**config.mk**
```make
export PLATFORM = sky130hd
export DESIGN_NAME = cajero_multi
export DESIGN_NICKNAME = d
export VERILOG_FILES = /design/src/rtl/cajero_pkg.sv /design/src/rtl/cajero_temporizador.sv /design/src/rtl/cajero_multi.sv
export SDC_FILE = /design/constraint.sdc
export NUM_CORES = 1
export LEC_CHECK = 0
export ABC_AREA = 1
export CORE_MARGIN = 2
export CORE_UTILIZATION = 35
export CTS_CLUSTER_SIZE = 28
export DETAILED_ROUTE_END_ITERATION = 8
export SETUP_SLACK_MARGIN = 0.4
export SLEW_MARGIN = 0
export SYNTH_ARGS = -nofsm -noshare
export SYNTH_HDL_FRONTEND = slang
export SYNTH_SLANG_ARGS = --single-unit
```
**constraint.sdc**
```tcl
create_clock -name CLK -period 3.6 [get_ports CLK]
set_input_delay 0.54 -clock CLK [delete_from_list [all_inputs] [get_ports CLK]]
set_output_delay 0.54 -clock CLK [all_outputs]
set_load 0.1 [all_outputs]
```
**src/rtl/cajero_pkg.sv**
```systemverilog
// Shared types and constants for the ATM session controller.
// Latency: none, declarations only.
// Backpressure: none, declarations only.
package cajero_pkg;

    localparam int DIGITO_W = 4;

    typedef enum logic [2:0] {
        ESPERA,
        PIN,
        VERIFICA,
        MENU,
        DEPOSITO,
        RETIRO,
        BLOQUEADO
    } estado_t;

    // States in which an idle user can be timed out
    function automatic logic es_temporizado(input estado_t e);
        return (e == PIN) || (e == MENU) || (e == DEPOSITO) || (e == RETIRO);
    endfunction

endpackage

```
**src/rtl/cajero_temporizador.sv**
```systemverilog
// Idle counter: counts enabled, non-cleared cycles and flags the last one.
// Latency: expira is combinational on the cycle the count sits at TIMEOUT_CICLOS-1.
// Backpressure: none; limpiar wins over expiry, disabling also zeroes the count.
module cajero_temporizador #(
    parameter int TIMEOUT_CICLOS = 1000
) (
    input  logic CLK,
    input  logic RESET,
    input  logic limpiar,
    input  logic habilitar,
    output logic expira
);

    localparam int CW = (TIMEOUT_CICLOS > 1) ? $clog2(TIMEOUT_CICLOS) : 1;
    localparam logic [CW-1:0] ULTIMO = CW'(TIMEOUT_CICLOS - 1);

    logic [CW-1:0] cuenta;

    // A pending strobe suppresses expiry so user input is never lost to the timer
    assign expira = habilitar && !limpiar && (cuenta == ULTIMO);

    // Count idle cycles; restart on activity, when not timing, and after firing
    always_ff @(posedge CLK) begin
        if (!RESET || limpiar || !habilitar || expira) begin
            cuenta <= '0;
        end else begin
            cuenta <= cuenta + 1'b1;
        end
    end

endmodule

```
**src/rtl/cajero_multi.sv**
```systemverilog
// ATM session controller: card, PIN with lockout, repeated deposits/withdrawals, cap, idle abort.
// Latency: every result pulse and balance update is registered, visible the cycle after its strobe.
// Backpressure: none; strobes not consumed by the current state are dropped.
module cajero_multi
    import cajero_pkg::*;
#(
    parameter int              PIN_DIGITS     = 4,
    parameter int              MAX_INTENTOS   = 3,
    parameter int              BAL_W          = 64,
    parameter int              MONTO_W        = 32,
    parameter longint unsigned LIMITE_RETIRO  = 100000,
    parameter int              TIMEOUT_CICLOS = 1000
) (
    input  logic                           CLK,
    input  logic                           RESET,
    input  logic                           TARJETA_RECIBIDA,
    input  logic [DIGITO_W*PIN_DIGITS-1:0] PIN_CORRECTO,
    input  logic [DIGITO_W-1:0]            DIGITO,
    input  logic                           DIGITO_STB,
    input  logic                           TIPO_TRANS,
    input  logic                           TRANS_STB,
    input  logic [MONTO_W-1:0]             MONTO,
    input  logic                           MONTO_STB,
    input  logic                           FIN_SESION,
    input  logic [BAL_W-1:0]               BALANCE_INICIAL,
    output logic [BAL_W-1:0]               BALANCE_ACTUALIZADO,
    output logic                           BALANCE_STB,
    output logic                           ENTREGAR_DINERO,
    output logic                           FONDOS_INSUFICIENTES,
    output logic                           LIMITE_EXCEDIDO,
    output logic                           PIN_INCORRECTO,
    output logic                           ADVERTENCIA,
    output logic                           BLOQUEO,
    output logic                           TIMEOUT,
    output logic [3:0]                     INTENTOS_RESTANTES
);

    localparam int PIN_W = DIGITO_W * PIN_DIGITS;
    localparam int CDW   = $clog2(PIN_DIGITS + 1);
    localparam logic [CDW-1:0] ULTIMO_DIG = CDW'(PIN_DIGITS - 1);
    localparam logic [3:0]     MAX_INT    = 4'(MAX_INTENTOS);

    // The session total is held in MONTO_W bits, so the effective cap is clipped
    // to what that register can represent; accepted totals then always fit.
    localparam longint unsigned MONTO_MAX = (MONTO_W >= 64) ? 64'hFFFF_FFFF_FFFF_FFFF
                                                            : ((64'd1 << MONTO_W) - 64'd1);
    localparam longint unsigned LIM_EF    = (LIMITE_RETIRO < MONTO_MAX) ? LIMITE_RETIRO : MONTO_MAX;
    localparam logic [MONTO_W:0] LIMITE   = (MONTO_W + 1)'(LIM_EF);

    estado_t            estado;
    logic [PIN_W-1:0]   pin_reg;
    logic [CDW-1:0]     cont_dig;
    logic [3:0]         intentos;
    logic [MONTO_W-1:0] total;
    logic [BAL_W-1:0]   saldo;

    logic [BAL_W-1:0]   monto_ext;
    logic [MONTO_W:0]   total_prop;
    logic [3:0]         intentos_sig;
    logic               sin_fondos;
    logic               sobre_limite;
    logic               strobe_aceptado;
    logic               temporizado;
    logic               expira;

    assign monto_ext    = BAL_W'(MONTO);
    // One extra bit so the prospective total cannot wrap past the cap unnoticed
    assign total_prop   = {1'b0, total} + {1'b0, MONTO};
    assign intentos_sig = intentos + 4'd1;
    assign sin_fondos   = monto_ext > saldo;
    assign sobre_limite = total_prop > LIMITE;
    assign temporizado  = es_temporizado(estado);

    // Strobes that the current state actually consumes; these restart the idle timer
    always_comb begin
        strobe_aceptado = 1'b0;
        case (estado)
            PIN:               strobe_aceptado = DIGITO_STB;
            MENU:              strobe_aceptado = TRANS_STB || FIN_SESION;
            DEPOSITO, RETIRO:  strobe_aceptado = MONTO_STB;
            default:           strobe_aceptado = 1'b0;
        endcase
    end

    cajero_temporizador #(
        .TIMEOUT_CICLOS(TIMEOUT_CICLOS)
    ) u_temporizador (
        .CLK      (CLK),
        .RESET    (RESET),
        .limpiar  (strobe_aceptado),
        .habilitar(temporizado),
        .expira   (expira)
    );

    assign BALANCE_ACTUALIZADO = saldo;
    assign BLOQUEO             = (estado == BLOQUEADO);
    assign ADVERTENCIA         = ((estado == PIN) || (estado == VERIFICA)) && (intentos == MAX_INT - 4'd1);
    assign INTENTOS_RESTANTES  = MAX_INT - intentos;

    // Session FSM with registered one-cycle result pulses
    always_ff @(posedge CLK) begin
        if (!RESET) begin
            estado               <= ESPERA;
            pin_reg              <= '0;
            cont_dig             <= '0;
            intentos             <= '0;
            total                <= '0;
            saldo                <= '0;
            BALANCE_STB          <= 1'b0;
            ENTREGAR_DINERO      <= 1'b0;
            FONDOS_INSUFICIENTES <= 1'b0;
            LIMITE_EXCEDIDO      <= 1'b0;
            PIN_INCORRECTO       <= 1'b0;
            TIMEOUT              <= 1'b0;
        end else begin
            BALANCE_STB          <= 1'b0;
            ENTREGAR_DINERO      <= 1'b0;
            FONDOS_INSUFICIENTES <= 1'b0;
            LIMITE_EXCEDIDO      <= 1'b0;
            PIN_INCORRECTO       <= 1'b0;
            TIMEOUT              <= 1'b0;
            case (estado)
                ESPERA: begin
                    if (TARJETA_RECIBIDA) begin
                        saldo    <= BALANCE_INICIAL;
                        cont_dig <= '0;
                        intentos <= '0;
                        total    <= '0;
                        estado   <= PIN;
                    end
                end
                PIN: begin
                    if (DIGITO_STB) begin
                        pin_reg <= {pin_reg[PIN_W-DIGITO_W-1:0], DIGITO};
                        if (cont_dig == ULTIMO_DIG) begin
                            cont_dig <= '0;
                            estado   <= VERIFICA;
                        end else begin
                            cont_dig <= cont_dig + 1'b1;
                        end
                    end else if (expira) begin
                        TIMEOUT  <= 1'b1;
                        cont_dig <= '0;
                        estado   <= ESPERA;
                    end
                end
                VERIFICA: begin
                    if (pin_reg == PIN_CORRECTO) begin
                        intentos <= '0;
                        estado   <= MENU;
                    end else begin
                        PIN_INCORRECTO <= 1'b1;
                        intentos       <= intentos_sig;
                        estado         <= (intentos_sig == MAX_INT) ? BLOQUEADO : PIN;
                    end
                end
                MENU: begin
                    if (TRANS_STB) begin
                        estado <= TIPO_TRANS ? RETIRO : DEPOSITO;
                    end else if (FIN_SESION) begin
                        estado <= ESPERA;
                    end else if (expira) begin
                        TIMEOUT <= 1'b1;
                        estado  <= ESPERA;
                    end
                end
                DEPOSITO: begin
                    if (MONTO_STB) begin
                        saldo       <= saldo + monto_ext;
                        BALANCE_STB <= 1'b1;
                        estado      <= MENU;
                    end else if (expira) begin
                        TIMEOUT <= 1'b1;
                        estado  <= ESPERA;
                    end
                end
                RETIRO: begin
                    if (MONTO_STB) begin
                        BALANCE_STB <= 1'b1;
                        estado      <= MENU;
                        if (sin_fondos) begin
                            FONDOS_INSUFICIENTES <= 1'b1;
                        end else if (sobre_limite) begin
                            LIMITE_EXCEDIDO <= 1'b1;
                        end else begin
                            saldo           <= saldo - monto_ext;
                            total           <= total_prop[MONTO_W-1:0];
                            ENTREGAR_DINERO <= 1'b1;
                        end
                    end else if (expira) begin
                        TIMEOUT <= 1'b1;
                        estado  <= ESPERA;
                    end
                end
                BLOQUEADO: begin
                    estado <= BLOQUEADO;
                end
                default: begin
                    estado <= ESPERA;
                end
            endcase
        end
    end

endmodule
```
# Word-level counts from Yosys, hierarchy flattened

Index checks and enable logic that the tools add are counted.
W data, S select, Z words.

Add/sub/neg operators: 7
Bitwise logic cells: 3
Multiplexer cells: 42
Equal/unequal tests: 18
$lt $le $gt $ge: 2
Reduce and logical (&&, ||, !) cells: 30

Operator list:

| cell                    | number |
|---|---|
| $mux W64                | 5 |
| $pmux W64 S3            | 1 |
| $mux W32                | 4 |
| $add A64 B32 Y64        | 1 |
| $gt A32 B64 Y1          | 1 |
| $pmux W32 S2            | 1 |
| $sub A64 B32 Y64        | 1 |
| $mux W3                 | 13 |
| $add A32 B32 Y33        | 1 |
| $gt A33 B17 Y1 const B  | 1 |
| $pmux W3 S6             | 1 |
| $eq A16 B16 Y1          | 1 |
| $mux W1                 | 11 |
| $add A10 B1 Y10 const B | 1 |
| $eq A10 B10 Y1 const B  | 1 |
| $ne A2 B2 Y1 const B    | 5 |
| $reduce_and A2 Y1       | 5 |
| $eq A3 B2 Y1 const B    | 3 |
| $eq A3 B3 Y1 const B    | 3 |
| $eq A4 B2 Y1 const B    | 2 |
| $logic_or A1 B1 Y1      | 8 |
| $mux W4                 | 2 |
| $pmux W4 S2             | 1 |
| $ne A3 B2 Y1 const B    | 2 |
| other kinds (17)        | 27 |

Input bits: 124
Word-level logic and storage cells: 115
Output and inout bits: 76
Flip-flop bits (word level): 138

# Depth between registers and ports, before layout

Depth in word-level cells: 10
Mapped depth: 22
Depth with buffers taken out: 21

# Hierarchy

A second synthesis with hierarchy kept.

Cells, all modules: 2,912
Area total of the unflattened synthesis: 15,838.9 µm²

Modules (own cells, without submodules):

| module              | area each (µm²) | instances | sequential area each (µm²) | cells each |
|---|---|---|---|---|
| cajero_multi        | 15,333.5        | 1         | 2,562.5                    | 2,840 |
| cajero_temporizador | 505.5           | 1         | 200.2                      | 72 |

# Worst setup path after synthesis

OpenSTA, ideal clock, no wires.

Kind: reg-to-reg
Start point: register saldo[0], in the netlist BALANCE_ACTUALIZADO[0]
End point: register saldo[53], in the netlist BALANCE_ACTUALIZADO[53]
Path buffers: 2
Path slack: 220 ps
Period minus slack after synthesis: 3,380 ps
Cell stages (with the launch flop): 20
Data required time: 3,487 ps
Arrival: 3,268 ps
Setup time: 113 ps
Cells stage by stage: dfxtp_1 > inv_1 > ha_1 > inv_1 > fa_1 > nand2_1 > o21ai_2 > a21oi_2 > o21ai_1 > nand3_1 > nand2_1 > nand3_2 > nand3_2 > nor2_1 > nor2_2 > nand3_2 > buf_6 > buf_6 > nor2_1 > nor2_1

Cells in the longest elaborated chain, start to end: 5
Elaborated cells between the ends (all ways): 10
Classes of those cells: add/sub (2); order compare (1); eq/ne (1); mux (5); reduce/logical (1)

RTL lines:

| element                  | RTL line            | source |
|---|---|---|
| start: declaration       | cajero_multi.sv:55  | `logic [BAL_W-1:0] saldo;` |
| start signal: assignment | cajero_multi.sv:169 | `saldo <= saldo + monto_ext;` |
| start signal: assignment | cajero_multi.sv:186 | `saldo <= saldo - monto_ext;` |
| $sub A64 B32 Y64         | cajero_multi.sv:186 |  |
| $mux W64                 | cajero_multi.sv:183 | `end else if (sobre_limite) begin` |
| $mux W64                 | cajero_multi.sv:181 | `if (sin_fondos) begin` |
| $mux W64                 | cajero_multi.sv:178 | `if (MONTO_STB) begin` |
| $pmux W64 S3             | cajero_multi.sv:122 | `case (estado)` |

Parallel ways exist; a longest one is shown, timed or not. The select of a mux whose other input is x is not followed.
A chain may end at the register's enable or synchronous reset.

# Worst setup path in the final report

Start point: register saldo[0], in the netlist BALANCE_ACTUALIZADO[0]
End point: register saldo[10], in the netlist BALANCE_ACTUALIZADO[10]

The elaborated chain is that of the path after synthesis.

==> impl_metrics.ini <==
[timing]
period_needed_ns = 3.072
setup_viol = 0
finalMaxSlewViolations = 0
rsz0062_at_grt = true
max_slew.worst_pin.slew_ns = 1.046
period_share = 0.8533
max_clock_freq_mhz = 325.5
hold_viol = 0
fin_skew_ns = 0.02971
slew_headroom = 0.3004

[setup_path]
crit_arrival_ns = 3.46
required_ns = 3.98
start_kind = register
end_kind = register
rrSetupSlack_ns = 0.53
crit_fanout = 9
path_class = reg -> reg

[detailed_routing]
via_per_inst = 5.192
detail_route.drc_violations = 0
ant_nets = 0
vias = 21750
wl_mm = 77.24
drt-initial-drc-count = 2146
wl_per_cell_um = 18.43
dr.pass1.iters = 6

[logic_synthesis]
synthArstFlopShare = 0
synth_flop_cell = dfxtp_1
synth_cells = 3005
synth_top_family_by_area = simple AND/OR/NAND/NOR gates
synth_area_mm2 = 0.01612
synth_top_cell_by_area = nand2_1
synth.area.mux_share = 0
yosys.area_share.simple = 0.4448
yosys.area.top_type_share = 0.1877
yosys_warnings = 0
syn_nets = 3233
synth_edf_count = 0
synth_fa_ha_area_frac = 0.08214
synthXorXnorAreaFrac = 0.01630
synth_area_per_cell_um2 = 5.363
synth_cell_types = 52
synthTopCellsByArea = nand2_1 (19%), dfxtp_1 (17%), inv_1 (12%), nor2_1 (11%), ha_1 (7.8%)
synth_compound_gate_area_share = 0.1403
yosysSeqAreaShare = 0.1714
postSynthRegisterBits = 138

[cells_and_area]
final_util = 0.5196
drive_gt1_frac = 0.1880
multi_input_area_mm2 = 0.01185
nNetsFinal = 3806
largest_reg_flops = 64
area_growth_pct = 46.31
fin_cells = 4190
n_antenna_cell = 0
final.fill_count = 4756
seq_area_mm2 = 0.002784

[clock_tree]
clkSinkCount = 138
cts_tree = yes
cts-buffers-inserted = 17
cts_buffer_depth = 2
root_buffer = clkbuf_16
clk_pin_slew_worst_paths_ns = 0.07
hold_buffers = 0
clock_latency_ns = 0.51
htree_levels = 4

[global_route]
overflow = 0
antenna_found_initial = 1
grt_pass1_wl_mm = 115.8
grt_usage = 0.3173
grtUsageMet2 = 0.4735
grt-busiest-layer = met2
grt_pass1_vias = 20340
grt_max_degree = 61
gr-usage-met1 = 0.4557
globalRouteMet3Util = 0.05873

[place]
place_congestion = 0.9930
place_hpwl_mm = 61.11
io_buffers = 199
dp.cells = 4138

[run]
maxCapViolations = 0

[power]
ir_drop_mv = 0.3801
p_seq_frac = 0.211
power.density_mw_per_mm2 = 385.4
p_int_mw = 4.718
p_switching_mw = 4.369
p_leak_nw = 11.97
switching_share = 0.4808
p_comb_frac = 0.580
clkPwrFrac = 0.209

[floorplan]
die_height_um = 218.6
core_mm2 = 0.04538
die_area_mm2 = 0.04778
start_util = 0.3551
die_w_um = 218.6
num_io_pins = 200
num_rows = 78

[hold_path]
min_path_type = reg -> reg

[run_status]
outcome = finished clean
-- cells by family after synthesis --
group,Yosys count
simple gates,1709
xor+xnor,30
compound gates,422
buf+inv,602
flops,138
fa+ha+maj,104
-- through the flow --
step	hold WS [ns]	setup slack [ns]	cell area, µm²	setup TNS (ns)	power (mW)
after detailed placement	0.4312	-0.4212	21750	-29.61	6.719
after floorplan	0.4176	0.4005	16120	0	4.586
after CTS	0.4427	0.3955	22780	0	8.828
final	0.4407	0.5280	23580	0	9.087
after global routing	0.4605	0.3556	23580	0	9.593
after global placement	0.4283	-0.4017	21750	-28.88	6.693
-- layer usage --
metal  share of wire  wire length, µm
met3           0.088             6813
met5         0.00017               13
met2            0.42            32370
met4           0.025             1968
met1            0.47            36080
-- critical path, cell delays in order (launching register included) --
cell       delay (ns)
dfxtp_2          0.34
inv_1            0.08
ha_1             0.20
inv_1            0.08
fa_1             0.38
nand2_1          0.14
o21ai_4          0.09
a21oi_4          0.26
o21ai_4          0.11
nand3_1          0.08
nand2_1          0.08
nand3_2          0.09
nand3_2          0.11
nor2_4           0.14
nor2_4           0.06
nand3_4          0.13
buf_12           0.16
bufbuf_16        0.29
nand2_1          0.05
inv_1            0.04
nor2_1           0.03
-- cells in the mapped netlist (5+ instances only) --
library cell / instances
ha_1: 101
a31oi_1: 9
nor3_1: 59
inv_1: 502
buf_2: 33
nand3b_1: 9
inv_2: 5
and2_1: 7
nor2_1: 468
nand3_1: 238
xor2_1: 23
a21boi_0: 5
a21oi_1: 189
buf_1: 10
nand2_1: 806
o211ai_1: 9
nand4_1: 74
o21ai_0: 171
o21bai_1: 11
nor4_1: 17
clkbuf_1: 43
dfxtp_1: 138
xnor2_1: 7
or2_2: 10
and3_1: 5
-- power groups by stage --
stage	combinational [mW]	sequential (mW)	clock (mW)
final	5.27	1.91	1.90
after global routing	5.67	1.93	1.99
after CTS	4.99	1.89	1.95
after detailed placement	4.80	1.92	0
after global placement	4.77	1.92	0
after floorplan	2.00	2.58	0
-- layout by cell type (no fill, tap or decap), types with 123 or more instances in the layout --
master	n
nand2_1	765
inv_1	497
nor2_1	442
buf_4	426
nand3_1	224
a21oi_1	170
clkdlybuf4s50_1	164
o21ai_0	158
dfxtp_1	123
-- path summary, 6_finish.rpt --
kind,cells past startpoint,start,endpoint
setup / recovery,20,BALANCE_ACTUALIZADO[0],BALANCE_ACTUALIZADO[10]
hold / removal,2,total[22],total[22]
setup reg to reg,20,BALANCE_ACTUALIZADO[0],BALANCE_ACTUALIZADO[10]
hold reg to reg,2,total[22],total[22]
-- cell type report --
cell class              count  area share
multi-input cells        2265      0.5024
repair buffers            647      0.2418
clock buffers              19     0.01878
clock inverters            12    0.005996
well taps                 600     0.03184
flip-flops and latches    138      0.1181
inverters                 509     0.08114
-- what timing repair did --
action	CTS	global route
gates cloned	4	4
resized for setup	76	171
endpoints found under the setup margin	96	96
buffers inserted	4	9
pin swaps	5	34
No activity file was read; power rests on OpenSTA's default activity.
